`src/rtl/inv_mix_columns_seq.sv`:
```
// Iterative AES MixColumns / InvMixColumns engine: one 128-bit state per
// transaction, COLS_PER_CYCLE columns transformed per clock on a shared xtime datapath.
module inv_mix_columns_seq #(
  parameter int COLS_PER_CYCLE = 1
) (
  input  logic         clk,
  input  logic         rst_n,
  input  logic         in_valid,
  output logic         in_ready,
  input  logic [127:0] in_state,
  input  logic         in_inv,
  output logic         out_valid,
  input  logic         out_ready,
  output logic [127:0] out_state
);

  if (!(COLS_PER_CYCLE == 1 || COLS_PER_CYCLE == 2 || COLS_PER_CYCLE == 4)) begin : g_bad_cols
    $error("inv_mix_columns_seq: COLS_PER_CYCLE must be 1, 2 or 4");
  end

  typedef enum logic [1:0] {
    IDLE = 2'd0,
    BUSY = 2'd1,
    DONE = 2'd2
  } state_t;

  localparam logic [1:0] STEP = 2'(COLS_PER_CYCLE);
  localparam logic [1:0] LAST = 2'(4 - COLS_PER_CYCLE);

  function automatic logic [7:0] xtime(input logic [7:0] a);
    return {a[6:0], 1'b0} ^ (a[7] ? 8'h1b : 8'h00);
  endfunction

  // Each input byte contributes to four outputs with four coefficients; the
  // mode selects the coefficient set per byte so one xtime chain serves both directions.
  function automatic logic [31:0] mix_col(input logic [31:0] col, input logic inv);
    logic [7:0]  a  [4];
    logic [7:0]  m0 [4];
    logic [7:0]  m1 [4];
    logic [7:0]  m2 [4];
    logic [7:0]  m3 [4];
    logic [7:0]  x1, x2, x3;
    logic [31:0] res;
    for (int r = 0; r < 4; r++) begin
      a[r]  = col[31-8*r -: 8];
      x1    = xtime(a[r]);
      x2    = xtime(x1);
      x3    = xtime(x2);
      m0[r] = inv ? (x3 ^ x2 ^ x1)   : x1;
      m1[r] = inv ? (x3 ^ x1 ^ a[r]) : (x1 ^ a[r]);
      m2[r] = inv ? (x3 ^ x2 ^ a[r]) : a[r];
      m3[r] = inv ? (x3 ^ a[r])      : a[r];
    end
    res = '0;
    for (int r = 0; r < 4; r++) begin
      res[31-8*r -: 8] = m0[r] ^ m1[(r+1)%4] ^ m2[(r+2)%4] ^ m3[(r+3)%4];
    end
    return res;
  endfunction

  state_t       state_q, state_d;
  logic [1:0]   col_idx_q, col_idx_d;
  logic         mode_q, mode_d;
  logic [127:0] work_q, work_d;

  logic [31:0]  cols      [4];
  logic [31:0]  nxt_cols  [4];
  logic [1:0]   unit_idx  [COLS_PER_CYCLE];
  logic [31:0]  unit_out  [COLS_PER_CYCLE];
  logic [127:0] work_mixed;

  for (genvar u = 0; u < COLS_PER_CYCLE; u++) begin : g_unit
    assign unit_idx[u] = col_idx_q + 2'(u);
    assign unit_out[u] = mix_col(cols[unit_idx[u]], mode_q);
  end

  // NOTE: combinational blocks use blocking assignments and give every
  // output a default first, so no path through the block can infer a latch.
  always_comb begin
    for (int c = 0; c < 4; c++) begin
      cols[c] = work_q[127-32*c -: 32];
    end
    for (int c = 0; c < 4; c++) begin
      nxt_cols[c] = cols[c];
    end
    for (int u = 0; u < COLS_PER_CYCLE; u++) begin
      nxt_cols[unit_idx[u]] = unit_out[u];
    end
    work_mixed = '0;
    for (int c = 0; c < 4; c++) begin
      work_mixed[127-32*c -: 32] = nxt_cols[c];
    end
  end

  always_comb begin
    state_d   = state_q;
    col_idx_d = col_idx_q;
    mode_d    = mode_q;
    work_d    = work_q;
    in_ready  = 1'b0;
    out_valid = 1'b0;
    unique case (state_q)
      IDLE: begin
        in_ready = 1'b1;
        if (in_valid) begin
          work_d    = in_state;
          mode_d    = in_inv;
          col_idx_d = 2'd0;
          state_d   = BUSY;
        end
      end
      BUSY: begin
        work_d    = work_mixed;
        col_idx_d = col_idx_q + STEP;
        if (col_idx_q == LAST) state_d = DONE;
      end
      DONE: begin
        out_valid = 1'b1;
        if (out_ready) state_d = IDLE;
      end
      default: state_d = IDLE;
    endcase
  end

  // NOTE: the working register is reset along with the control state because
  // out_state is driven straight from it and must read zero out of reset.
  always_ff @(posedge clk or negedge rst_n) begin
    if (!rst_n) begin
      state_q   <= IDLE;
      col_idx_q <= 2'd0;
      mode_q    <= 1'b0;
      work_q    <= '0;
    end else begin
      state_q   <= state_d;
      col_idx_q <= col_idx_d;
      mode_q    <= mode_d;
      work_q    <= work_d;
    end
  end

  assign out_state = work_q;

endmodule

```
`config.mk`:
```
export PLATFORM = sky130hd
export DESIGN_NAME = inv_mix_columns_seq
export DESIGN_NICKNAME = d
export VERILOG_FILES = /design/src/rtl/inv_mix_columns_seq.sv
export SDC_FILE = /design/constraint.sdc
export NUM_CORES = 1
export LEC_CHECK = 0
export CAP_MARGIN = 20
export CORE_MARGIN = 10
export CORE_UTILIZATION = 43
export CTS_CLUSTER_DIAMETER = 150
export DETAILED_ROUTE_END_ITERATION = 6
export PLACE_DENSITY = 0.81
export SYNTH_ARGS = -nofsm -noshare
export SYNTH_HDL_FRONTEND = slang
export SYNTH_SLANG_ARGS = --single-unit
```
`constraint.sdc`:
```
create_clock -name clk -period 3.2 [get_ports clk]
set_clock_uncertainty 0.2 [all_clocks]
set_input_delay 0.64 -clock clk [delete_from_list [all_inputs] [get_ports clk]]
set_output_delay 0.64 -clock clk [all_outputs]
set_load 0.02 [all_outputs]
```
==> impl_metrics.ini <==
[critical_path]
crit_slowest_cell = mux4_2
crit_family = XOR/XNOR gates
reg2regPathDepth = 11
crit_buf_inv = 3
critPathLaunchType = flop
max_stage_delay_ps = 590
path_class = reg -> reg
cp_cell_sequence = buf_12 > buf_6 > mux4_2 > buf_12 > xnor2_4 > xor2_2 > xnor3_1 > nand2_2 > xor2_2 > xnor3_2 > o21ai_1
worst-path-max-fanout = 6
cp-end-kind = flop
rrSetupSlack_ps = -220
regToRegEndpoint = out_state[30]$_DFFE_PN0P_
arrival_ps = 3560
cp_data_required_time_ps = 3350
worstReg2RegStart = col_idx_q[0]$_DFFE_PN0P_

[sta]
timing.final.crit_share = 1.07
slew_headroom = 0.263
hold_viol_final = 0
hold_slack_ps = 26.5
report.final.slew_viol_count = 0
period_needed_ps = 3420
worst_slew_pin_slew_ps = 1100
setup-tns-final_ps = -6540
worst_slack_ps = -216
setup_viol = 66
max_freq_mhz = 293
rsz0062_at_grt = true

[floorplanning]
start_util = 0.442
num_rows = 50
pin_count = 263
dieArea_sq_mm = 0.0254
die_w_um = 159
die_h_um = 159
core_area_sq_mm = 0.0189

[layout]
syn_to_final_growth_pct = 66.3
drive_gt1_frac = 0.311
final_cell_area_sq_mm = 0.0139
diodes = 0
finalNetCount = 1251
final_util = 0.736

[grt]
grt-ovfl-total = 0
grt_pass1_wl_um = 50900
track_usage = 0.255
grt_max_degree = 128
antenna_found_initial = 1
grt_pass1_vias = 8504

[status]
outcome = finished, violations left
failed_checks = setup timing

[yosys]
ys_top_cells_by_area = dfrtp_1 40%, xnor2_1 13%, a22oi_1 9.3%
synthesis.nets = 876
synth_xor_area_frac = 0.239
avgSynthCellArea_sq_um = 11.3
syn_inst = 739
synth-simple-area-share = 0.0310
synth_area_leader_cell = dfrtp_1
muxShareOfSynthArea = 0.101
ys_warn_count = 0
synth_top_family_by_area = XOR/XNOR gates
netlist.area_leader.share = 0.398
synth_compound_area_frac = 0.191
ys.flop_type = dfrtp_1
syn_area_sq_mm = 0.00836
yosysSeqAreaShare = 0.398
synth_fa_ha_area_frac = 0.00599
synth_edf_count = 0
synth_cell_types = 40
ys_ff_latch = 133
async_reset_ff_frac = 1.00

[routing]
drt-initial-drc-count = 774
detail-route-antenna-nets = 0
via_per_inst = 5.78
drt_wl_total_um = 34700
wl_per_cell_um = 25.0
drcViolationCount = 0
dr.pass1.iters = 5
vias = 8014

[cts]
clk_path_buf_depth = 2
worst_skew_pair.late_latency_ps = 430
cts-htree-levels = 4
cts_sinks = 133
root_buffer = clkbuf_16
cts-buffers-inserted = 17
cts_tree = built
clk_pin_slew_ps = 60

[min_path]
hold_class = in -> async

[placed_design]
gp_routability_congestion = 0.906
dpl-instance-area_sq_mm = 0.0119
port_buffers = 262
hpwl_um = 24200

[job]
drv_cap = 0
worst max-delay path by stage:
stage | from | to | slack, ps | depth (start not counted)
4_1_cts | col_idx_q[0]$_DFFE_PN0P_ | out_state[77]$_DFFE_PN0P_ | -120 | 11
6_report | col_idx_q[0]$_DFFE_PN0P_ | out_state[30]$_DFFE_PN0P_ | -220 | 11
2_1_floorplan | col_idx_q[0]$_DFFE_PN0P_ | out_state[11]$_DFFE_PN0P_ | -40 | 11
5_1_grt | col_idx_q[0]$_DFFE_PN0P_ | out_state[30]$_DFFE_PN0P_ | -270 | 11
3_5_place_dp | col_idx_q[0]$_DFFE_PN0P_ | out_state[36]$_DFFE_PN0P_ | -170 | 9
3_3_place_gp | col_idx_q[0]$_DFFE_PN0P_ | out_state[4]$_DFFE_PN0P_ | -150 | 9
layout by cell type, fill, tap and decap left out, types with 8 or more instances in the layout:
cell type | Yosys | layout
xor2_4 | 1 | 8
xor2_2 | 4 | 8
clkbuf_16 | 0 | 17
a22oi_1 | 103 | 103
clkdlybuf4s50_1 | 0 | 261
xnor2_1 | 123 | 77
o21ai_1 | 36 | 61
a21o_1 | 8 | 8
dfrtp_1 | 133 | 131
o21ai_0 | 81 | 33
xor2_1 | 29 | 18
xnor2_4 | 3 | 21
buf_12 | 0 | 11
buf_4 | 4 | 117
buf_6 | 4 | 22
nand2_2 | 1 | 8
nor2_1 | 11 | 10
mux4_2 | 32 | 32
nand2_1 | 38 | 30
xnor2_2 | 13 | 41
o21ai_2 | 0 | 22
synthesized netlist by cell type (3+ instances only):
library cell / instances
a211oi_1: 5
a21o_1: 8
a21oi_1: 6
a22o_1: 4
a22oi_1: 103
buf_2: 4
buf_4: 4
buf_6: 4
clkbuf_1: 42
dfrtp_1: 133
ha_1: 4
inv_1: 3
mux2_2: 6
mux2i_1: 6
mux4_2: 32
nand2_1: 38
nand2b_1: 3
nand3_1: 5
nor2_1: 11
o21ai_0: 81
o21ai_1: 36
xnor2_1: 123
xnor2_2: 13
xnor2_4: 3
xnor3_1: 9
xor2_1: 29
xor2_2: 4
layer usage:
layer	part of all wire	GRT usage	wire length, um
met2	0.49	0.416	17000
met3	0.094	0.0826	3280
met5	0.00037	0	13
met4	0.025	0.0746	860
met1	0.39	0.315	13600
cells by family (layout without fill, tap and decap cells):
family                     count (synthesis)  in the layout
AOI/OAI and AO/OA                        251            251
and+or+nand+nor                           62             62
xor gates and xnor gates                 185            185
muxes                                     44             44
adders and majority gates                  4              4
DFF                                      133            133
buffers and inverters                     60            448
area by class of cell:
| class | instances | area [sq um] |
|---|---|---|
| Inverter | 3 | 11.3 |
| Multi-Input combinational cell | 546 | 5650 |
| Tap cell | 260 | 325 |
| Clock buffer | 20 | 467 |
| Clock inverter | 12 | 129 |
| Timing Repair Buffer | 413 | 3990 |
| Fill cell | 1233 | 4990 |
| Sequential cell | 133 | 3330 |
sequential cells by signal, indices dropped and copies added, names as in the netlist:
register,cells
out_state,128
col_idx_q,2
state_q,2
mode_q,1
per-stage QoR:
step | instances | setup WS (ps)
after detailed placement | 1297 | -172
after global placement | 1297 | -150
after CTS | 1361 | -123
final | 1387 | -216
after floorplan | 739 | -36.0
after global routing | 1387 | -272
repair_timing:
action,in CTS,in global routing
hold buffers,0,0
pin swaps,70,59
setup buffers,33,28
setup endpoints to repair,73,116
gates resized for setup,74,118
gates cloned,1,0
Power is left out: the tool's default activity adds up to more than one toggle a clock period on the data nets, which glitch-free logic cannot reach.
==> variant (same settings) <==
Reset style: synchronous (`rst_n`), changed in one clocked block.
--- a/src/rtl/inv_mix_columns_seq.sv
+++ b/src/rtl/inv_mix_columns_seq.sv
@@ -125,5 +125,5 @@
   // NOTE: the working register is reset along with the control state because
   // out_state is driven straight from it and must read zero out of reset.
-  always_ff @(posedge clk or negedge rst_n) begin
+  always_ff @(posedge clk) begin
     if (!rst_n) begin
       state_q   <= IDLE;
Function: changed (Yosys sat finds a counterexample within 4 cycles, from zero or initial values and one cycle with rst_n low; the reset may be asserted at any time).
==> variant against the unedited design <==
Sequential cell count unchanged. Core utilization decreased by 3.0 points. Worst setup slack improved by 94 ps. Die area increased by 3.0%. The run still ends with setup timing left. Design area decreased by 0.28%. Routed wire length increased by 18%. Synthesized area increased by 3.5%. Count of clock-buffer cells in the layout increased by 2. Synthesized cell count increased by 30%.
Power is left out: it rests on default switching activity, and per cell area and clock period it moved more than threefold.
==> variant: results (changes against the unedited design) <==
place.gp.congestion: 0.9686  # +6.9%
routed.top_layer: "met4"
synthTopCellsByArea: "dfxtp_1, xnor2_1, mux4_2"
finalCoreUtilization_pct: 70.52  # -3.0 points
grt_max_degree: 78  # -39%
status: "complete, but fails checks"
layout.nets: 1463  # +17%
adder_and_majority_gate_portion_of_the_synthesized_area_pct: 0.5786  # -0.020 points
detailedPlace.worstSlack_ps: -140.9  # +31.23 ps
layout.filler_cells: 1417  # +15%
dp_hpwl_mm: 28.16  # +16%
synth_flop_cell: "dfxtp_1"
setup_viol: 30  # -55%
crit_fanout: 8  # +2
synth.area.mux_share_pct: 9.432  # -0.72 points
synth_fp_nets: 1097  # +25%
type_of_the_most_critical_hold_path: "reg -> reg"
met3_wirelength_mm: 4.148  # +26%
grt_first_pass_wirelength_mm: 57.50  # +13%
compound_gate_portion_of_the_synthesized_area_pct: 18.10  # -0.96 points
violations: "setup timing"
wl_met2_mm: 19.63  # +15%
m1WireLength_mm: 14.78  # +9.0%
cp_data_arrival_time_ps: 3500  # -60 ps
drt-total-wl_mm: 40.81  # +18%
synth-xor-area-share_pct: 22.57  # -1.3 points
drt_pass1_iterations: 6  # +1
h-tree-depth: 4  # unchanged
synthDistinctLibCells: 47  # +18%
detail_route.iter0.violations: 1151  # +49%
cpMaxStageDelayCell: "mux4_2"
detail_route.vias_per_cell: 6.067  # +5.0%
worst_path_largest_cell_delay_ps: 610  # +20 ps
grt_util_all_layers_pct: 28.05  # +2.6 points
fin_setup_tns_ps: -1721  # +4816 ps
timing_worst_slew_pin_value_ps: 792.7  # -310.6 ps
synth_async_sr_flop_share_pct: 0  # -100 points
first_global_vias: 9644  # +13%
netlist_top_cells_count: "nand2_1, dfxtp_1, xnor2_1"
antenna_found_initial: 0  # -1
synth-seq-area-share_pct: 30.78  # -9.0 points
instance_area_at_placement_um2: 12160  # +1.8%
synth_top_cell_area_share_pct: 30.78  # -9.0 points
critical_path.reg2reg.startpoint: "col_idx_q[0]$_SDFFE_PN0P_"
worst_slack_ps: -121.9  # +93.94 ps
clockBufferDepth: 2  # unchanged
proportion_of_layout_cells_with_a_drive_suffix_above_1_pct: 25.04  # -6.0 points
[variant: cell types whose count changed after synthesis, sizes merged, moves of 19 or more]
cell | before | now
o21ai | 117 | 48
clkbuf | 42 | 61
dfrtp | 133 | 0
nor2 | 11 | 31
o221ai | 0 | 28
a22oi | 103 | 26
dfxtp | 0 | 133
a21oi | 6 | 92
and2 | 2 | 42
nand2 | 39 | 140
nand3 | 5 | 37
[variant: routing by layer]
layer / up-vias / GRT usage (%)
met1: 4680 / 33.71
met5: - / 0
li1: 4118 / -
met4: 0 / 14.60
met3: 171 / 6.421
met2: 757 / 45.92
[variant: worst paths after layout]
| check | end | slack [ps] | cells after the start |
|---|---|---|---|
| max | out_state[59]$_SDFFE_PN0P_ | -120 | 10 |
| min | state_q[0]$_SDFFE_PN0P_ | 290 | 1 |
| min reg2reg | state_q[0]$_SDFFE_PN0P_ | 290 | 1 |
| max reg2reg | out_state[59]$_SDFFE_PN0P_ | -120 | 10 |
[variant: repair_timing]
action / in CTS / in global routing
setup endpoints to repair: 57 / 110
gates cloned: 1 / 0
pin swaps: 22 / 48
gates resized for setup: 46 / 100
setup buffers: 17 / 33
[variant: cell families (layout without fill, tap and decap cells)]
logic type / after synthesis / after routing
buf+inv: 84 / 462
compound gates: 249 / 249
xor+xnor: 186 / 186
mux: 38 / 38
simple gates: 266 / 266
fa+ha+maj: 4 / 4
flops: 133 / 133
[variant: worst max-delay path: cells and delay by family (launching register included)]
kind	cells	cell delay, ps
simple gates	2	310
buf+inv	2	340
compound gates	1	190
mux	1	610
flops	1	420
xor+xnor	4	1200
[variant: through the flow]
| stage | std cells | hold slack, ps |
|---|---|---|
| finish | 1603 | 291.8 |
| floorplan | 960 | 249.4 |
| CTS | 1570 | 293.7 |
| detailed placement | 1521 | 281.7 |
| global placement | 1520 | 282.2 |
| global route | 1603 | 319.3 |
[variant: cell type report]
class | instances | share of cell area [%]
Sequential cell | 133 | 19.27
Clock inverter | 9 | 0.7493
Clock buffer | 22 | 3.349
Tap cell | 265 | 2.392
Timing Repair Buffer | 427 | 29.16
Multi-Input combinational cell | 743 | 44.98
Inverter | 4 | 0.1083
